`config.mk`:
```
export PLATFORM = sky130hd
export DESIGN_NAME = ps2_cmd_scheduler
export DESIGN_NICKNAME = d
export VERILOG_FILES = /design/src/rtl/ps2_cmd_scheduler.sv
export SDC_FILE = /design/constraint.sdc
export NUM_CORES = 1
export LEC_CHECK = 0
export CORE_MARGIN = 1
export CORE_UTILIZATION = 35
export CTS_CLUSTER_DIAMETER = 100
export DETAILED_ROUTE_END_ITERATION = 10
export GPL_TIMING_DRIVEN = 0
export PLACE_DENSITY_LB_ADDON = 0.1
export SLEW_MARGIN = 20
export SYNTH_ARGS = -nofsm -noshare
export SYNTH_HDL_FRONTEND = slang
export SYNTH_SLANG_ARGS = --single-unit
```
`constraint.sdc`:
```
create_clock -name clk -period 5.4 [get_ports clk]
set_clock_uncertainty 0.05 [all_clocks]
set_input_delay 1.08 -clock clk [delete_from_list [all_inputs] [get_ports clk]]
set_output_delay 1.08 -clock clk [all_outputs]
set_load 0.01 [all_outputs]
```
`src/rtl/ps2_cmd_scheduler.sv`:
```
// PS/2 keyboard command scheduler: arbitrates LED and host command requests and
// sends each byte with a request-to-send hold, retrying on RESEND or timeout.
// Latency: RTS_CYCLES enabled cycles of clock hold per byte; backpressure: waits on tx_ready and rx_busy.
//
// Ports:
//   clk, _reset              bus clock, asynchronous active-low reset
//   clk7_en                  clock enable; every state change is qualified by it
//   req_led / led_state      requester 0: LED update {caps, num, scroll}
//   req_host / host_cmd /    requester 1: host command with an optional argument byte
//   host_has_arg / host_arg
//   rx_busy, rx_valid,       keyboard receiver status and received byte strobe
//   rx_byte
//   tx_ready, tx_load,       send shifter handshake and byte to transmit
//   tx_byte
//   ps2clk_hold              pull the PS/2 clock low before each byte
//   gnt, done, err, busy     one-hot grant, completion/abort strobes, FSM active
//
// Build option: define PS2_CMD_RESEND_EN to retry a byte up to MAX_RETRY times
// after 0xFE or timeout; without it the first failure aborts the transaction.
module ps2_cmd_scheduler #(
    parameter int RTS_CYCLES  = 710,
    parameter int ACK_TIMEOUT = 32767,
    parameter int MAX_RETRY   = 3
) (
    input  logic       clk,
    input  logic       _reset,
    input  logic       clk7_en,
    input  logic       req_led,
    input  logic [2:0] led_state,
    input  logic       req_host,
    input  logic [7:0] host_cmd,
    input  logic       host_has_arg,
    input  logic [7:0] host_arg,
    input  logic       rx_busy,
    input  logic       tx_ready,
    input  logic       rx_valid,
    input  logic [7:0] rx_byte,
    output logic       tx_load,
    output logic [7:0] tx_byte,
    output logic       ps2clk_hold,
    output logic [1:0] gnt,
    output logic       done,
    output logic       err,
    output logic       busy
);

    typedef enum logic [2:0] {
        IDLE, ARB, RTS, SEND, WAIT_ACK, NEXT, FIN, FAIL
    } state_t;

    localparam logic [7:0]  KBD_ACK    = 8'hFA;
    localparam logic [7:0]  KBD_RESEND = 8'hFE;
    localparam logic [7:0]  SET_LEDS   = 8'hED;
    localparam logic [15:0] RTS_LAST   = 16'(RTS_CYCLES - 1);
    localparam logic [15:0] ACK_LIMIT  = 16'(ACK_TIMEOUT);

`ifdef PS2_CMD_RESEND_EN
    localparam logic [7:0]  RETRY_LIMIT = 8'(MAX_RETRY);
`else
    // Resends disabled: the retry limit is zero, so any failure is final and
    // MAX_RETRY has no effect.
    localparam logic [7:0]  RETRY_LIMIT = 8'(MAX_RETRY) & 8'h00;
`endif

    state_t      state;
    logic [15:0] rts_cnt;
    logic [15:0] to_cnt;
    logic [7:0]  retry_cnt;
    logic [7:0]  byte0;
    logic [7:0]  byte1;
    logic        has_second;
    logic        byte_idx;
    logic        last_served;   // 0: LED served last, 1: host served last
    logic [7:0]  cur_byte;
    logic        ack_fail;

    assign cur_byte = byte_idx ? byte1 : byte0;
    assign busy     = (state != IDLE);

    // A received byte always wins over a timeout in the same cycle.
    assign ack_fail = rx_valid ? (rx_byte == KBD_RESEND) : (to_cnt >= ACK_LIMIT);

    always_ff @(posedge clk or negedge _reset) begin
        if (!_reset) begin
            state       <= IDLE;
            rts_cnt     <= 16'd0;
            to_cnt      <= 16'd0;
            retry_cnt   <= 8'd0;
            byte0       <= 8'd0;
            byte1       <= 8'd0;
            has_second  <= 1'b0;
            byte_idx    <= 1'b0;
            last_served <= 1'b1;
            tx_load     <= 1'b0;
            tx_byte     <= 8'd0;
            ps2clk_hold <= 1'b0;
            gnt         <= 2'b00;
            done        <= 1'b0;
            err         <= 1'b0;
        end else if (clk7_en) begin
            // Strobes last exactly one enabled cycle.
            tx_load <= 1'b0;
            done    <= 1'b0;
            err     <= 1'b0;
            case (state)
                IDLE: begin
                    if ((req_led || req_host) && !rx_busy) begin
                        state <= ARB;
                    end
                end
                ARB: begin
                    // LED wins when alone, or on a tie when the host went last.
                    if (req_led && (!req_host || last_served)) begin
                        gnt        <= 2'b01;
                        byte0      <= SET_LEDS;
                        byte1      <= {5'b00000, led_state};
                        has_second <= 1'b1;
                    end else if (req_host) begin
                        gnt        <= 2'b10;
                        byte0      <= host_cmd;
                        byte1      <= host_arg;
                        has_second <= host_has_arg;
                    end
                    if (req_led || req_host) begin
                        state       <= RTS;
                        ps2clk_hold <= 1'b1;
                        rts_cnt     <= 16'd0;
                        retry_cnt   <= 8'd0;
                        byte_idx    <= 1'b0;
                    end else begin
                        state <= IDLE;
                    end
                end
                RTS: begin
                    // Hold was raised on entry; it drops on the RTS_CYCLES-th enabled cycle.
                    if (rts_cnt >= RTS_LAST) begin
                        ps2clk_hold <= 1'b0;
                        tx_load     <= 1'b1;
                        tx_byte     <= cur_byte;
                        state       <= SEND;
                    end else if (rts_cnt != 16'hFFFF) begin
                        rts_cnt <= rts_cnt + 16'd1;
                    end
                end
                SEND: begin
                    if (tx_ready) begin
                        to_cnt <= 16'd0;
                        state  <= WAIT_ACK;
                    end
                end
                WAIT_ACK: begin
                    if (rx_valid && (rx_byte == KBD_ACK)) begin
                        state <= NEXT;
                    end else if (ack_fail) begin
                        if (retry_cnt >= RETRY_LIMIT) begin
                            err   <= 1'b1;
                            state <= FAIL;
                        end else begin
                            retry_cnt   <= retry_cnt + 8'd1;
                            ps2clk_hold <= 1'b1;
                            rts_cnt     <= 16'd0;
                            state       <= RTS;
                        end
                    end else if (to_cnt != 16'hFFFF) begin
                        to_cnt <= to_cnt + 16'd1;
                    end
                end
                NEXT: begin
                    retry_cnt <= 8'd0;
                    if (!byte_idx && has_second) begin
                        byte_idx    <= 1'b1;
                        ps2clk_hold <= 1'b1;
                        rts_cnt     <= 16'd0;
                        state       <= RTS;
                    end else begin
                        done  <= 1'b1;
                        state <= FIN;
                    end
                end
                FIN, FAIL: begin
                    last_served <= gnt[1];
                    gnt         <= 2'b00;
                    state       <= IDLE;
                end
                default: state <= IDLE;
            endcase
        end
    end

endmodule

```
==> impl_table.tex, run 1 <==
\begin{tabular}{lr}
\hline
Metric & Value \\
\hline
\multicolumn{2}{l}{\textbf{Outcome}} \\
\quad Result of the run & completed \\
\multicolumn{2}{l}{\textbf{Route}} \\
\quad DRC violation count after routing & 0 \\
\quad Overall routed net length & 9740 um \\
\quad Ratio of routed vias to standard cells & 5.36 \\
\quad Number of DRC markers after the initial detailed-route iteration & 162 \\
\quad Via count of the routed design & 3,221 \\
\quad Average detailed-routed wire length per instance & between 15 and 20 um \\
\quad TritonRoute pass-1 iters & 5 \\
\quad Antenna Nets Post-Route & 0 \\
\multicolumn{2}{l}{\textbf{Power and ir drop}} \\
\quad Proportion of power drawn by flip-flops and latches & 39.9\% \\
\quad Static Leak & 1.89 nW \\
\quad IR drop worst, VDD & 179 uV \\
\quad Clock share of power & 23.2\% \\
\quad Share of total power in combinational logic & 36.9\% \\
\quad Internal & 0.00119 W \\
\quad Overall power of the completed layout & 0.00185 W \\
\quad Switching share of power & between 30\% and 40\% \\
\quad Net switching component of the power & 0.000659 W \\
\quad Pwr/cell area & 396 nW/um\^{}2 \\
\multicolumn{2}{l}{\textbf{STA}} \\
\quad Worst Hold Slack & 0.436 ns \\
\quad Number of pins exceeding their max-slew limit in the final report & 0 \\
\quad Final period demand of the worst path & 3.02 ns \\
\quad Normalized max-slew margin & 43.5\% \\
\quad Tightest Pin Transition & about 0.85 ns \\
\quad Setup total negative slack & 0 ns \\
\quad Final setup margin & 2.38 ns \\
\quad Highest achievable clock rate & 331 MHz \\
\quad Setup repair after global routing missed its margin & no \\
\quad Total count of hold-check failures in the final report & 0 \\
\quad Period utilisation layout & 55.9\% \\
\quad Number of endpoints failing setup at the final stage & 0 \\
\multicolumn{2}{l}{\textbf{Yosys}} \\
\quad Mean Syn Cell Area & 9.48 sq um \\
\quad Post-synthesis cell type with the largest combined area & sky130\_fd\_sc\_hd\_\_dfrtp\_1 \\
\quad Async set or reset register ratio after synthesis & 100\% \\
\quad Dominant synthesized flop cell & sky130\_fd\_sc\_hd\_\_dfrtp\_1 \\
\quad Syn Inst Count & 398 \\
\quad Synthesis warning total & 0 \\
\quad Number of storage elements in the synthesis netlist & 68 \\
\quad Part of the Yosys area used for sequential elements & 45.1\% \\
\quad Synthesized cell area & 3770 sq um \\
\quad Syn Nets & 438 \\
\quad Leading cell types by total area after synthesis & sky130\_fd\_sc\_hd\_\_dfrtp\_1 44\%, sky130\_fd\_sc\_hd\_\_mux2\_2 4.8\%, sky130\_fd\_sc\_hd\_\_o21ai\_0 4.1\% \\
\quad Number of enable flip-flop cells after synthesis & 0 \\
\quad Number of distinct library cell variants in the gate-level netlist after synthesis & 66 \\
\quad Share of Yosys cell area claimed by the top area cell type & 44.4\% \\
\multicolumn{2}{l}{\textbf{Die}} \\
\quad Die area & 11,200 sq um \\
\quad Die span in y & 106 um \\
\quad Number of placed I/O pins & 51 \\
\quad Number of standard-cell rows in the floorplan & 37 \\
\quad Chip Width & 106 um \\
\quad Initial core utilization & between 30\% and 40\% \\
\quad Area of the placeable core & 10,400 sq um \\
\multicolumn{2}{l}{\textbf{Critical path}} \\
\quad Critical path peak fanout & 10 \\
\quad Critical path capture point type & register \\
\quad Data arrival, critical path & about 3.2 ns \\
\quad Setup CP Type & primary input to register \\
\quad CP required & about 5.6 ns \\
\quad Element type at the critical path start & primary input \\
\multicolumn{2}{l}{\textbf{Finish}} \\
\quad Layout-stage area growth over the synthesis result & 23.7\% \\
\quad Most common cell after layout, fill and taps aside & sky130\_fd\_sc\_hd\_\_dfrtp\_1 \\
\quad Layout cell share with drive strength beyond 1 & between 15 and 20\% \\
\quad Number of diodes added for antenna fixing & 0 \\
\quad Post-Layout Cell Count & 601 \\
\quad Layout Nets & 500 \\
\quad Commonest cells after routing, fill and taps aside & 67 x sky130\_fd\_sc\_hd\_\_dfrtp\_1, 49 x sky130\_fd\_sc\_hd\_\_clkdlybuf4s50\_1, 33 x sky130\_fd\_sc\_hd\_\_nor2\_1, 33 x sky130\_fd\_sc\_hd\_\_nand2\_1, 31 x sky130\_fd\_sc\_hd\_\_o21ai\_0 \\
\quad Fill cell total of the finished layout & about 1,100 \\
\multicolumn{2}{l}{\textbf{Clock tree}} \\
\quad Clock latency of the later-clocked register in the worst-skew pair & approximately 0.35 ns \\
\quad Number of gates resized after cts & 0 \\
\quad Post-cts hold buffer count & 0 \\
\quad Sinks on Clock Net & 68 \\
\quad Buffer depth of the longest clock path & 2 \\
\quad TritonCTS clock tree & done \\
\quad Clock slew seen by the registers of the worst setup and hold paths & 0.08 ns \\
\quad Number of buffers inserted during clock tree synthesis & 9 \\
\quad Cell at the root of the clock tree & sky130\_fd\_sc\_hd\_\_clkbuf\_8 \\
\quad Setup Fix Bufs, Post-CTS & 0 \\
\quad Count of H-tree levels built during CTS & 3 \\
\multicolumn{2}{l}{\textbf{Placed design}} \\
\quad Number of instances in the placed design & 585 \\
\quad Weighted congestion reported at the end of routability-driven placement & 0.807 \\
\quad Worst setup slack before clock tree synthesis & 2.05 ns \\
\quad Input/output buffers & 50 \\
\quad Half-perimeter wire length after detailed placement & 6810 um \\
\multicolumn{2}{l}{\textbf{Global route}} \\
\quad Initial antenna violation count & 0 \\
\quad Total global routing overflow & 0 \\
\quad Overall fraction of global-route tracks in use & 18.5\% \\
\quad Pin count of the biggest net entering global routing & 54 \\
\quad Global-route wire length before repair & 16,200 um \\
\quad Number of global-route vias before repair & $\sim$3,200 \\
\multicolumn{2}{l}{\textbf{Run}} \\
\quad Max-cap violation count & 0 \\
\multicolumn{2}{l}{\textbf{Min path}} \\
\quad Worst Hold Class & register to register \\
\hline
\end{tabular}
-- per-stage QoR --
step | utilization (%) | instance area, sq um
2_1_floorplan | - | 3770
3_3_place_gp | 42.9 | 4450
3_5_place_dp | 43.1 | 4470
4_1_cts | 45.0 | 4670
5_1_grt | 45.0 | 4670
6_report | 45.0 | 4670
-- power by group through the flow --
stage	combinational [W]	clock [W]	sequential, W
after global routing	0.000754	0.000461	0.000759
after global placement	0.000677	0	0.000744
final	0.000682	0.000430	0.000737
after CTS	0.000686	0.000442	0.000738
after floorplan	0.000420	0	0.000747
after detailed placement	0.000683	0	0.000747
-- flip-flops by register name, summed over array words and instances, names as in the netlist --
register     cells
rts_cnt         16
to_cnt          16
byte0            8
byte1            8
tx_byte          8
state            3
gnt              2
byte_idx         1
done             1
err              1
has_second       1
last_served      1
ps2clk_hold      1
tx_load          1
-- path summary, 6_finish.rpt --
kind / start / slack (ns) / cells after the start / endpoint
worst max-delay path: req_led / 2.38 / 6 / byte0[4]
worst min-delay path: rts_cnt[15] / 0.44 / 1 / rts_cnt[15]
worst max register to register: rts_cnt[10] / 3.09 / 6 / tx_byte[5]
worst min register to register: rts_cnt[15] / 0.44 / 1 / rts_cnt[15]
max in group asynchronous: _reset / 4.17 / 2 / last_served
min in group asynchronous: _reset / 0.54 / 1 / rts_cnt[3]
-- Yosys cell counts (3+ instances only) --
| cell type | count |
|---|---|
| sky130_fd_sc_hd__nor3_1 | 15 |
| sky130_fd_sc_hd__a31oi_1 | 5 |
| sky130_fd_sc_hd__clkbuf_1 | 7 |
| sky130_fd_sc_hd__or4_1 | 4 |
| sky130_fd_sc_hd__o211ai_1 | 4 |
| sky130_fd_sc_hd__nand2_1 | 33 |
| sky130_fd_sc_hd__o22ai_1 | 3 |
| sky130_fd_sc_hd__nand4_1 | 12 |
| sky130_fd_sc_hd__buf_6 | 7 |
| sky130_fd_sc_hd__nor4_1 | 3 |
| sky130_fd_sc_hd__and4_1 | 3 |
| sky130_fd_sc_hd__and3_1 | 5 |
| sky130_fd_sc_hd__a21oi_1 | 21 |
| sky130_fd_sc_hd__o22a_2 | 10 |
| sky130_fd_sc_hd__a21o_1 | 3 |
| sky130_fd_sc_hd__o21ai_0 | 31 |
| sky130_fd_sc_hd__o21a_1 | 6 |
| sky130_fd_sc_hd__nor2_1 | 33 |
| sky130_fd_sc_hd__nand3_1 | 25 |
| sky130_fd_sc_hd__nor2b_1 | 3 |
| sky130_fd_sc_hd__ha_1 | 4 |
| sky130_fd_sc_hd__mux2_2 | 16 |
| sky130_fd_sc_hd__dfrtp_1 | 67 |
| sky130_fd_sc_hd__inv_1 | 25 |
-- area by class of cell --
type                    count  area, sq um  share of cell area (%)
well taps                 136          170                    3.64
flip-flops and latches     68         1700                    36.5
clock inverters             7         76.3                    1.63
clock buffers               9          124                    2.65
inverters                  25         93.8                    2.01
multi-input cells         286         1830                    39.1
repair buffers             51          526                    11.3
plain buffers              19          150                    3.21
-- critical path, cell delays in order --
cell,delay [ns]
sky130_fd_sc_hd__clkdlybuf4s50_1,0.55
sky130_fd_sc_hd__nor2_1,0.11
sky130_fd_sc_hd__nor4b_2,0.75
sky130_fd_sc_hd__clkbuf_1,0.49
sky130_fd_sc_hd__nand3_1,0.14
sky130_fd_sc_hd__o21ai_0,0.10
-- layer usage --
layer	routed length, um	share of wire [%]	track usage (%)
met4	76	0.78	4.96
met3	366	3.8	4.51
met1	4610	47	24.2
met2	4680	48	30.4
met5	0	0	0
-- kinds of logic (layout without fill, tap and decap cells) --
kind of cell	count (synthesis)	after routing	share of synthesized area, %
adders and majority gates	4	4	1.33
muxes	18	18	5.30
AOI/OAI and AO/OA	108	108	19.9
and+or+nand+nor	156	156	21.9
DFF	68	68	45.1
buffers and inverters	44	111	6.46
Note: power is estimated with default switching activity, not from simulation.
==> run 2, diff against run 1 <==
clock period = 2.79 ns   (was 5.4 ns; I/O delays follow)
==> results of run 2 <==
The final DEF is identical to that of run 1. Status: completed.
Main changes from that run: setup slack after placement 2.05 ns -> -0.0347 ns; setup slack after layout 2.38 ns -> 0.295 ns; hold slack 0.436 ns -> 0.0154 ns; register-to-register setup slack 3.09 ns -> 0.48 ns; total power 0.00185 W -> 0.00358 W; worst IR drop on VDD 179 uV -> 346 uV
